<file path="config.mk">
export PLATFORM = sky130hd
export DESIGN_NAME = tt_um_3515_detect_display_ctrl
export DESIGN_NICKNAME = d
export VERILOG_FILES = /design/src/rtl/tt_um_3515_detect_display_ctrl.sv
export SDC_FILE = /design/constraint.sdc
export NUM_CORES = 1
export LEC_CHECK = 0
export ABC_AREA = 1
export CAP_MARGIN = 0
export CORE_MARGIN = 8
export CORE_UTILIZATION = 52
export CTS_CLUSTER_DIAMETER = 40
export DETAILED_ROUTE_END_ITERATION = 10
export PLACE_DENSITY = 0.79
export SLEW_MARGIN = 30
export SYNTH_ARGS = -nofsm -noshare
export SYNTH_HDL_FRONTEND = slang
export SYNTH_SLANG_ARGS = --single-unit
export TNS_END_PERCENT = 5
</file>
<file path="constraint.sdc">
create_clock -name clk -period 2.29 [get_ports clk]
set_clock_uncertainty 0.15 [all_clocks]
set_input_delay 0.458 -clock clk [delete_from_list [all_inputs] [get_ports clk]]
set_output_delay 0.458 -clock clk [all_outputs]
set_load 0.1 [all_outputs]
</file>
<file path="src/rtl/tt_um_3515_detect_display_ctrl.sv">
// Detection event display controller.
// Counts rising edges of a detector level in BCD, flashes the seven-segment
// display for a programmable hold time on each event, blanks it for one hold
// unit afterwards, then shows the current digit until the next event.
//
// state   | meaning
// --------+---------------------------------------------------------------
// S_SHOW  | display the BCD count digit, wait for a detection event
// S_FLASH | all segments lit for (N+1) hold units, N captured at the event
// S_GAP   | all segments dark for one hold unit, then back to S_SHOW
module tt_um_3515_detect_display_ctrl #(
   parameter int PRESCALE_W = 4
) (
   input  logic       clk,
   input  logic       rst_n,
   input  logic [7:0] ui_in,
   output logic [7:0] uo_out,
   output logic [7:0] uio_out,
   output logic [7:0] uio_oe
);

   localparam int TW = PRESCALE_W + 4;

   // One hold unit minus one: the value that makes the timer run 2^PRESCALE_W cycles.
   localparam logic [TW-1:0] GAP_LOAD = {4'b0000, {PRESCALE_W{1'b1}}};

   typedef enum logic [1:0] {
      S_SHOW  = 2'd0,
      S_FLASH = 2'd1,
      S_GAP   = 2'd2
   } state_t;

   logic          det;
   logic          clr;
   logic          disp_en;
   logic [3:0]    hold_n;
   logic          unused_in;

   logic          det_r;
   logic          det_r2;
   logic          det_evt;

   state_t        state_q;
   state_t        state_d;
   logic [TW-1:0] timer_q;
   logic [TW-1:0] timer_d;
   logic [TW-1:0] flash_load;
   logic [3:0]    count_q;
   logic          wrap_q;

   logic [7:0]    seg_target;
   logic [7:0]    uo_q;
   logic [3:0]    count_out;
   logic          flash_out;
   logic          wrap_out;

   assign det       = ui_in[0];
   assign clr       = ui_in[1];
   assign disp_en   = ui_in[2];
   assign hold_n    = ui_in[7:4];
   assign unused_in = ui_in[3];

   assign det_evt = det_r & ~det_r2;

   // (N+1)*2^P - 1 is simply N followed by P ones.
   assign flash_load = {hold_n, {PRESCALE_W{1'b1}}};

   // State register, hold timer, BCD counter and detector edge pipeline.
   always_ff @(posedge clk) begin
      if (!rst_n) begin
         det_r   <= 1'b0;
         det_r2  <= 1'b0;
         state_q <= S_SHOW;
         timer_q <= '0;
         count_q <= 4'd0;
         wrap_q  <= 1'b0;
      end else begin
         det_r  <= det;
         det_r2 <= det_r;
         if (clr) begin
            // A detection event coinciding with clr is dropped here.
            state_q <= S_SHOW;
            timer_q <= '0;
            count_q <= 4'd0;
            wrap_q  <= 1'b0;
         end else begin
            state_q <= state_d;
            timer_q <= timer_d;
            if (det_evt) begin
               if (count_q == 4'd9) begin
                  count_q <= 4'd0;
                  wrap_q  <= 1'b1;
               end else begin
                  count_q <= count_q + 4'd1;
               end
            end
         end
      end
   end

   // Next state and timer: an event always (re)starts the flash period.
   always_comb begin
      state_d = state_q;
      timer_d = timer_q;
      if (det_evt) begin
         state_d = S_FLASH;
         timer_d = flash_load;
      end else begin
         case (state_q)
            S_FLASH: begin
               if (timer_q == '0) begin
                  state_d = S_GAP;
                  timer_d = GAP_LOAD;
               end else begin
                  timer_d = timer_q - 1'b1;
               end
            end
            S_GAP: begin
               if (timer_q == '0) begin
                  state_d = S_SHOW;
               end else begin
                  timer_d = timer_q - 1'b1;
               end
            end
            S_SHOW: begin
               if (timer_q != '0) begin
                  timer_d = timer_q - 1'b1;
               end
            end
            default: begin
               state_d = S_SHOW;
               timer_d = '0;
            end
         endcase
      end
   end

   // Segment target for the current state and digit.
   always_comb begin
      seg_target = 8'h00;
      case (state_q)
         S_SHOW: begin
            case (count_q)
               4'd0:    seg_target = 8'h3F;
               4'd1:    seg_target = 8'h06;
               4'd2:    seg_target = 8'h5B;
               4'd3:    seg_target = 8'h4F;
               4'd4:    seg_target = 8'h66;
               4'd5:    seg_target = 8'h6D;
               4'd6:    seg_target = 8'h7D;
               4'd7:    seg_target = 8'h07;
               4'd8:    seg_target = 8'h7F;
               4'd9:    seg_target = 8'h6F;
               default: seg_target = 8'h00;
            endcase
         end
         S_FLASH: seg_target = 8'hFF;
         S_GAP:   seg_target = 8'h00;
         default: seg_target = 8'h00;
      endcase
   end

   // Output registers; status bits are delayed one cycle to line up with the segments.
   always_ff @(posedge clk) begin
      if (!rst_n) begin
         uo_q      <= 8'h3F;
         count_out <= 4'd0;
         flash_out <= 1'b0;
         wrap_out  <= 1'b0;
      end else begin
         uo_q      <= disp_en ? seg_target : 8'h00;
         count_out <= count_q;
         flash_out <= (state_q == S_FLASH);
         wrap_out  <= wrap_q;
      end
   end

   assign uo_out  = uo_q;
   assign uio_out = {2'b00, wrap_out, flash_out, count_out};
   assign uio_oe  = 8'h3F;

endmodule

</file>
# After elaboration in Yosys (flattened, before gate mapping)
# Memories as Yosys holds them, arrays and structs flattened. A register that Yosys moved wholly into a read port is not among the register bits.
# Index checks and enable logic that the tools add are counted.
[totals]
register_bits = 31
mem_bits_ro = 112
input_bits = 10
n_memories = 1
[memory_table]
columns = ["name", "depth", "word_bits", "read_ports", "rd_clocked_by_memory_dff", "wr", "line_no", "rtl"]
rows = [
  ["(name not given)", 16, 7, 1, 1, 0, "143", "case (count_q)"],
]
[classes]
n_addsub = 2
eq_ne = 10
muxes = 14
n_bitwise = 4
reduce_logical = 10
[op_table]
columns = ["operator", "count"]
rows = [
  ["$mux 8", 4],
  ["$pmux 8 s3", 1],
  ["$pmux 8 s2", 1],
  ["$mux 4", 3],
  ["$ne 3x3->1 const B", 4],
  ["$logic_not 8->1", 1],
  ["$reduce_bool 8->1", 1],
  ["$sub 8x1->8 const B", 1],
  ["$mux 6", 1],
  ["$ne 2x2->1 const B", 3],
  ["$pmux 2 s3", 1],
  ["$reduce_and 2->1", 3],
  ["$reduce_and 3->1", 2],
  ["$add 4x1->4 const B", 1],
  ["$eq 4x4->1 const B", 1],
  ["$mux 2", 2],
  ["$not 1->1", 3],
  ["$reduce_or 3->1", 1],
  ["$eq 2x1->1 const B", 1],
  ["$eq 2x2->1 const B", 1],
  ["$logic_not 2->1", 1],
  ["$reduce_or 2->1", 1],
  ["$and 1x1->1", 1],
  ["$mux 1", 1],
]

# Logic depth before layout (Yosys ltp)
[depth]
word_depth = 4
depth_mapped = 14

# Worst setup path after synthesis
# OpenSTA, ideal clock, no wires.
[synth_timing]
path_kind = "reg-to-reg"
start = "reg count_q[1]"
end = "reg with a tool-made name"
setup_ns = 0.116
t_arrival_ns = 1.637
t_required_ns = 2.024
path_slack_ns = 0.386
path_stages_with_launch = 10
period_less_slack_ns = 1.904
cell_sequence = "dfxtp_1 -> inv_1 -> ha_1 -> nor2_1 -> nand2_1 -> a21oi_4 -> inv_1 -> ha_1 -> o21ai_0 -> nand2_1"
[synth_rtl]
columns = ["item", "line_no", "rtl"]
rows = [
  ["start: declaration", "48", "logic [3:0] count_q;"],
  ["start signal: assignment", "94", "count_q <= count_q + 4'd1;"],
]

==> out/qor.txt <==
status: complete, no violations
cts bufs inserted: 5
Max Clk Rate: 507 MHz
Top Metal Used: met4
setup TNS: 0 ns
share of layout cells above drive strength 1: 21.0%
top cells by area, synth: dfxtp_1, nand2_1, ha_1
fin. max-slew vios: 0
CTS Sinks: 38
buffer and inverter count on the worst path: 2
Main synth FF type: dfxtp_1
Fill cells: 316
most numerous cell in the Yosys netlist: nand2_1
ANT nets after route: 0
port bufs: 22
Synth cell types: 32
P_leak: 1.11 nW
Adder-Cell Fraction of Synth Area: 5.86%
Die X: 76.8 um
Reg clk slew, reported paths: 0.08 ns
# IOs: 34
PostCTS Resize Cnt: 0
DR iter-0 viols: 87
Seq/Total Area, Yosys: 39.6%
largest family of logic cells by synthesized area: simple AND/OR/NAND/NOR gates
Post-layout nets: 290
Avg Cell Area, Syn: 7.98 um2
vias per cell: 4.60
gr ovfl total: 0
CP max stage delay: 0.41 ns
crit-path max FO: 5
TritonRoute pass-1 iters: 4
post-route clock period utilization: 86.1%
Detail Placement HPWL: 2720 um
post-synthesis simple-gate area fraction: 30.7%
initial core utilization: 53.3%
met2 wire len: 1850 um
mux contribution to synthesized area: 0%
initial antenna violation count: 0
Final Hold Viols: 0
Max Cap Viol: 0
synthesis-stage register bit count: 38
Final Power: 1.90 mW
mapped cell area: 0.00192 mm2
Setup CP Type: reg2reg
TritonCTS clock tree: yes
largest area contributor in the synthesized netlist: dfxtp_1
vias in the first global route: 1412
Residual DRC: 0
maximum vdd drop: 0.000319 V
Synth warnings: 0
Post-CTS Setup Inserts: 0
P per Cell Area: 833 mW/mm2
r2r startpoint: count_q[1]$_SDFFE_PP0P_
Setup violations, final: 0
Post-synth EDFFs: 0
WL per Instance: 10.9 um
clk buf depth: 2
worst min path class: reg2reg
Die Area: 0.00590 mm2
hold_buf cts: 0
Hold Startpoint: wrap_q$_SDFFE_PP0P_
Die Y: 76.8 um
post-route minimum period: 1.97 ns
largest net degree at the start of global routing: 14
drt total wl: 3500 um
first-pass GRT wire length: 6160 um
RSZ-0062 raised after global routing: no
nature of the critical path endpoint: flip-flop
CTS Root Buffer Type: clkbuf_8
post-synthesis xor/xnor area fraction: 1.37%
CP startpoint: count_q[1]$_SDFFE_PP0P_
row cnt: 22
CP max-delay cell: dfxtp_1
synth cell count leaders: nand2_1, dfxtp_1, inv_1, nor2_1, a21oi_1
post-synthesis compound-gate area fraction: 9.63%
Synth Instances: 241
share of the synthesized area in the top cell type: 39.6%
crit-path cells: inv_1, ha_1, nor2_1, nand2_1, a21oi_4, inv_1, ha_1, o21ai_0, nand2_1
Core ar.: 0.00361 mm2
DR WL met3: 127 um
Required @ worst endpoint: 2.33 ns
asr flop ratio synth: 0%
Layout area overhead: 18.4%
critical path launch point type: flip-flop
routability cong.: 0.821
H-tree Lvls: 2
delay-heaviest family, CP: adder cells
Antenna Cells: 0
WP data arrival: 2.01 ns
Skew-Pair Late Insertion Delay: 0.29 ns
Met1 Routed Length: 1440 um
GRT Util Overall: 12.7%
via count: 1473
-- kinds of logic after synthesis --
group / after synthesis
compound gates: 30
xor+xnor: 3
fa+ha+maj: 9
buf+inv: 44
flops: 38
other cells: 2
simple gates: 115
-- layout by cell type, fill, tap and decap left out, types with 4 or more instances in the layout --
cell type	netlist	final
a21oi_1	13	13
buf_4	12	22
clkbuf_8	0	5
clkdlybuf4s50_1	0	8
conb_1	2	10
dfxtp_1	38	38
ha_1	9	9
inv_1	24	24
nand2_1	62	62
nand2_2	4	4
nand2_4	5	5
nand3_1	5	5
nor2_1	23	23
o21ai_0	8	8
o21ai_1	4	4
-- power breakdown --
part | internal [mW] | switching, mW | leakage (nW)
Sequential | 0.695 | 0.0251 | 0.311
Clock | 0.436 | 0.242 | 0.0683
Combinational | 0.146 | 0.352 | 0.733
-- path summary, 6_finish.rpt --
| kind | to | slack, ns | cells after the start |
|---|---|---|---|
| max | flip-flop | 0.32 | 9 |
| min | wrap_out$_SDFF_PN0_ | 0.30 | 2 |
| max reg2reg | flip-flop | 0.32 | 9 |
| min reg2reg | wrap_out$_SDFF_PN0_ | 0.30 | 2 |
-- area by class of cell --
class	instances	area (um2)	area share, %
multi-input cells	167	952	41.8
inverters	29	121	5.33
clock inverters	3	68.8	3.02
well taps	48	60.1	2.64
flip-flops and latches	38	761	33.4
clock buffers	5	68.8	3.02
repair buffers	30	245	10.8
-- worst reg2reg max path: cells and delay by family, from the launching register on --
family	cells	cell delay (ns)
buffers and inverters	2	0.16
AOI/OAI and AO/OA	2	0.32
DFF	1	0.41
and+or+nand+nor	3	0.28
adders and majority gates	2	0.56
-- per-layer routing --
| layer | up-vias | track usage (%) |
|---|---|---|
| li1 | 789 | - |
| met5 | - | 0 |
| met2 | 19 | 23.2 |
| met4 | 0 | 7.12 |
| met1 | 659 | 12.3 |
| met3 | 6 | 4.08 |
-- through the flow --
stage	hold slack (ns)	std cells	utilization, %	area (um2)	setup slack, ns
floorplan	0.263	249	-	1950	0.386
global placement	0.274	312	59.3	2140	0.0599
detailed placement	0.283	312	59.3	2140	0.0314
CTS	0.302	320	63.2	2280	0.290
global route	0.312	320	63.2	2280	0.184
finish	0.297	320	63.2	2280	0.318
Power figures use the tool's default switching activity.
==> RTL edit 1 (same settings) <==
One comparison of `count_q` changes from == to >=.
--- a/src/rtl/tt_um_3515_detect_display_ctrl.sv
+++ b/src/rtl/tt_um_3515_detect_display_ctrl.sv
@@ -87,7 +87,7 @@
             state_q <= state_d;
             timer_q <= timer_d;
             if (det_evt) begin
-               if (count_q == 4'd9) begin
+               if (count_q >= 4'd9) begin
                   count_q <= 4'd0;
                   wrap_q  <= 1'b1;
                end else begin
Check against the original RTL: no difference found for any inputs over 10 cycles, from zero or initial values and one cycle with rst_n low; that may be too few to reach the edited logic, so the function may still have changed.
==> RTL edit 1 against the original RTL <==
  * Design area increased by 0.11%
  * Combinational power is essentially flat
  * Sequential power rose by 2%
  * Hold slack worse by 0.012 ns
  * Setup slack got worse by 0.12 ns
  * Sequential cell count unchanged
  * Non-clock buffer count increased by 1
  * Power shrank 5.0%
  * Clock power is 16% lower
  * Maximum frequency down 5.8%
  * Synthesized area increased by 1.1%
  * Wire length grew 5.3%
  * Highest routed layer unchanged
==> RTL edit 1: results (changes against the original RTL) <==
most common library cells after synthesis=nand2_1 (63), dfxtp_1 (38), inv_1 (34), nor2_1 (23), nand3_1 (14); DP Worst Slack=-0.0176 ns (-0.0489 ns); Vias/cell=4.62 (+0.28%); Total Wirelength=3.68 mm (+5.3%); Post-synth ARST share=0% (unchanged); post-synthesis mux area share=0% (unchanged); leading post-synthesis cells by cell area=dfxtp_1 (39%), nand2_1 (12%), inv_1 (6.6%); layout cells sized above 1=19.4% (-1.5 points); Clock Latency Late Sink=0.30 ns; clock slew seen by the registers of the worst setup and hold paths=0.08 ns (about the same); H-tree depth=2 (unchanged); cell leakage power=1.18 nW (+6.2%); post-CTS resize count=0 (unchanged); post-synthesis xor/xnor area fraction=1.35% (-0.015 points); initial drt markers=59 (-32%); Post CTS Setup Buffer Count=0 (unchanged); grt met3 use=4.78% (+0.70 points); gp weighted congestion=0.795 (-3.2%); pin count of the biggest net entering global routing=16 (+2); worst-path fanout max=6 (+1); number of global-route vias before repair=1,523 (+7.9%); Synth Area in Adders=6.44% (+0.58 points); clk buf depth=2 (unchanged); Hold Vio Cnt, Final=0 (unchanged); met1 usage=13.8% (+1.5 points); antenna cells=0 (unchanged); Hold Crit Class=reg -> reg; HPWL Detailed=2.86 mm (+5.3%); gr usage total=13.8% (+1.0 points); Max VDD drop=482 uV (+51%); compound-gate portion of the synthesized area=6.50% (-3.1 points); clock tree root buffer cell=clkbuf_8; fill count=333 (+5.4%); Distinct cells, synth=23 (-28%); Arr. time, crit path=2.18 ns (+0.17 ns); initial antenna violation count=0 (unchanged); sequential area share after synthesis=39.1% (-0.43 points); Yosys Warn Count=0 (unchanged); dominant synthesized flop cell=dfxtp_1; Final #Nets=307 (+5.9%); port bufs=22 (unchanged); GR Util met2=23.7% (+0.48 points); first-pass GRT wire length=6.67 mm (+8.2%); Pre-Repair DR Iteration Count=4 (unchanged); TritonCTS buffer count=5 (unchanged); status=completed
==> RTL edit 1: cell count changes after synthesis, sizes merged <==
| cell | delta |
|---|---|
| ha | +1 |
| nor2 | -1 |
| nand4 | +3 |
| o21ai | -1 |
| inv | +11 |
| nand3 | +9 |
| nor3 | -3 |
| buf | +1 |
| a211oi | -1 |
| or2 | +1 |
| nand3b | -2 |
| nand2 | +2 |
| a21oi | -4 |
==> RTL edit 1: cell type report <==
| cell class | instances | area [um^2] | share of cell area [%] |
|---|---|---|---|
| Tap cell | 48 | 60.1 | 2.63 |
| Inverter | 40 | 155 | 6.81 |
| Sequential cell | 38 | 761 | 33.4 |
| Clock buffer | 5 | 68.8 | 3.02 |
| Multi-Input combinational cell | 171 | 937 | 41.1 |
| Clock inverter | 3 | 45.0 | 1.98 |
| Timing Repair Buffer | 31 | 253 | 11.1 |
==> RTL edit 1: per-layer routing <==
layer | vias to the layer above | routed length (um)
met3 | 7 | 147
met5 | - | 0
met4 | 0 | 87
met2 | 20 | 1860
met1 | 692 | 1590
li1 | 832 | -
==> RTL edit 1: logic make-up (layout without fill, tap and decap cells) <==
| kind of cell | count (synthesis) | after routing |
|---|---|---|
| buf+inv | 56 | 79 |
| xor+xnor | 3 | 3 |
| fa+ha+maj | 10 | 10 |
| other cells | 2 | 10 |
| simple gates | 124 | 124 |
| flops | 38 | 38 |
| compound gates | 24 | 24 |
==> RTL edit 1: path summary, 6_finish.rpt <==
| path | startpoint | end | slack, ns | cells past startpoint |
|---|---|---|---|---|
| hold / removal | wrap_q | wrap_out | 0.28 | 2 |
| setup / recovery | count_q[0] | flip-flop | 0.20 | 14 |
| setup reg to reg | count_q[0] | flip-flop | 0.20 | 14 |
| hold reg to reg | wrap_q | wrap_out | 0.28 | 2 |
==> RTL edit 1: report_power, final <==
part           leakage (nW)  internal, mW  switching, mW
registers             0.311         0.705         0.0299
logic                 0.820         0.142          0.355
clock network        0.0504         0.324          0.245
==> RTL edit 1: through the flow <==
| stage | area, um^2 | cells |
|---|---|---|
| 2_1_floorplan | 1970 | 265 |
| 3_3_place_gp | 2170 | 328 |
| 3_5_place_dp | 2170 | 328 |
| 4_1_cts | 2280 | 336 |
| 5_1_grt | 2280 | 336 |
| 6_report | 2280 | 336 |
==> RTL edit 1: critical path: stages (launching register included) <==
cell     delay (ns)
dfxtp_1        0.44
inv_1          0.09
ha_1           0.20
nand2_1        0.12
nand3_4        0.09
nand2_4        0.09
inv_2          0.04
nand2_1        0.07
inv_1          0.06
ha_1           0.28
inv_1          0.06
nand4_1        0.11
nand2_1        0.10
nand2_1        0.06
nand2_1        0.05
==> RTL edit 2 (same flow settings) <==
Made on the original files. Reset style: asynchronous (`rst_n`), changed in 2 clocked blocks.
--- a/src/rtl/tt_um_3515_detect_display_ctrl.sv
+++ b/src/rtl/tt_um_3515_detect_display_ctrl.sv
@@ -66,7 +66,7 @@
    assign flash_load = {hold_n, {PRESCALE_W{1'b1}}};
 
    // State register, hold timer, BCD counter and detector edge pipeline.
-   always_ff @(posedge clk) begin
+   always_ff @(posedge clk or negedge rst_n) begin
       if (!rst_n) begin
          det_r   <= 1'b0;
          det_r2  <= 1'b0;
@@ -161,7 +161,7 @@
    end
 
    // Output registers; status bits are delayed one cycle to line up with the segments.
-   always_ff @(posedge clk) begin
+   always_ff @(posedge clk or negedge rst_n) begin
       if (!rst_n) begin
          uo_q      <= 8'h3F;
          count_out <= 4'd0;
Behaviour: differs if rst_n is asserted again (counterexample within 4 cycles, from zero or initial values and one cycle with rst_n low); with rst_n held inactive, the same outputs for 10 cycles.
==> RTL edit 2 against the original RTL <==
  * Synthesized area fell by 15%
  * Via count shrank 20%
  * Sequential share of layout area is 7.5 points higher
  * Sequential cell count is 7 lower
  * Setup slack better by 0.23 ns
  * Critical path type is now reg -> out
  * Wire length is 20% lower
  * Design area shrank 16%
  * Synthesized cell count decreased by 20%
Power is not compared: it rests on default switching activity, and its combinational part moved more than twofold at a synthesized area within 25%.
==> RTL edit 2: results (changes against the original RTL) <==
clk tree area frac=5.29% (-0.76 points); Syn Inst Count=192 (-20%); met1 usage=15.2% (+2.9 points); Signal buf overhead=10.1% (-0.72 points); Clock Latency Late Sink=0.33 ns (+0.04 ns); Critical Path Source=uo_out[5]; FF-to-FF Start=timer_q[0]; TritonCTS Sinks=31 (-18%); count of multi-input gates=129 (-23%); clock buf count=6 (+1); gp weighted congestion=0.829 (+0.88%); most common library cells after synthesis=nand2_1 (35), nor2_1 (27), dfrtp_1 (25), inv_1 (21), buf_4 (12); met2 WL=1.16 mm (-37%); worst-path fanout max=1 (-4); max incr delay on CP=0.52 ns (+0.11 ns); number of global-route vias before repair=1,101 (-22%); crit path time final=1.74 ns (-0.234 ns); status=completed; placed cell area=1820 um^2 (-15%); leading post-synthesis cells by cell area=dfrtp_1 (38%), dfstp_2 (9.7%), nand2_1 (8.1%); non-filler instance count after layout=263 (-18%); Routed WL per cell=10.7 um (-2.4%); post-synthesis xor/xnor area fraction=2.15% (+0.79 points); fraction of area in multi-input gates=35.3% (-6.5 points); Synth Area in Adders=3.84% (-2.0 points); clock slew seen by the registers of the worst setup and hold paths=0.10 ns (+0.02 ns); initial drt markers=26 (-70%); GR Util met2=17.7% (-5.5 points); Final #Nets=233 (-20%); met3 wire length=173 um (+36%); pin count of the biggest net entering global routing=32 (+18); Post-synth ARST share=100% (+100 points); bufs w/o clock=23 (-23%)
RTL edit 2: cell types whose count changed after synthesis, sizes merged, moves of 4 or more:
| cell | delta |
|---|---|
| ha | -4 |
| a21oi | -7 |
| nor2 | +4 |
| dfrtp | +25 |
| nand2 | -33 |
| dfstp | +6 |
| dfxtp | -38 |
RTL edit 2: how the worst min path moves through the flow:
stage                     start      endpoint  slack [ns]  cells after the start
after floorplan           rst_n  count_out[0]        0.01                      0
after global placement    det_r        det_r2        0.21                      0
after detailed placement  det_r        det_r2        0.21                      0
after CTS                 det_r        det_r2        0.24                      0
after global routing      det_r        det_r2        0.24                      0
final                     det_r        det_r2        0.23                      0
RTL edit 2: cell families (layout without fill, tap and decap cells):
family                   count (synthesis)  count (layout)
XOR/XNOR                                 4               4
AO/OA/AOI/OAI                           24              24
AND/OR/NAND/NOR                         86              86
buffers and inverters                   40              59
other                                    2              10
flip-flops                              31              31
adder cells (fa/ha/maj)                  5               5
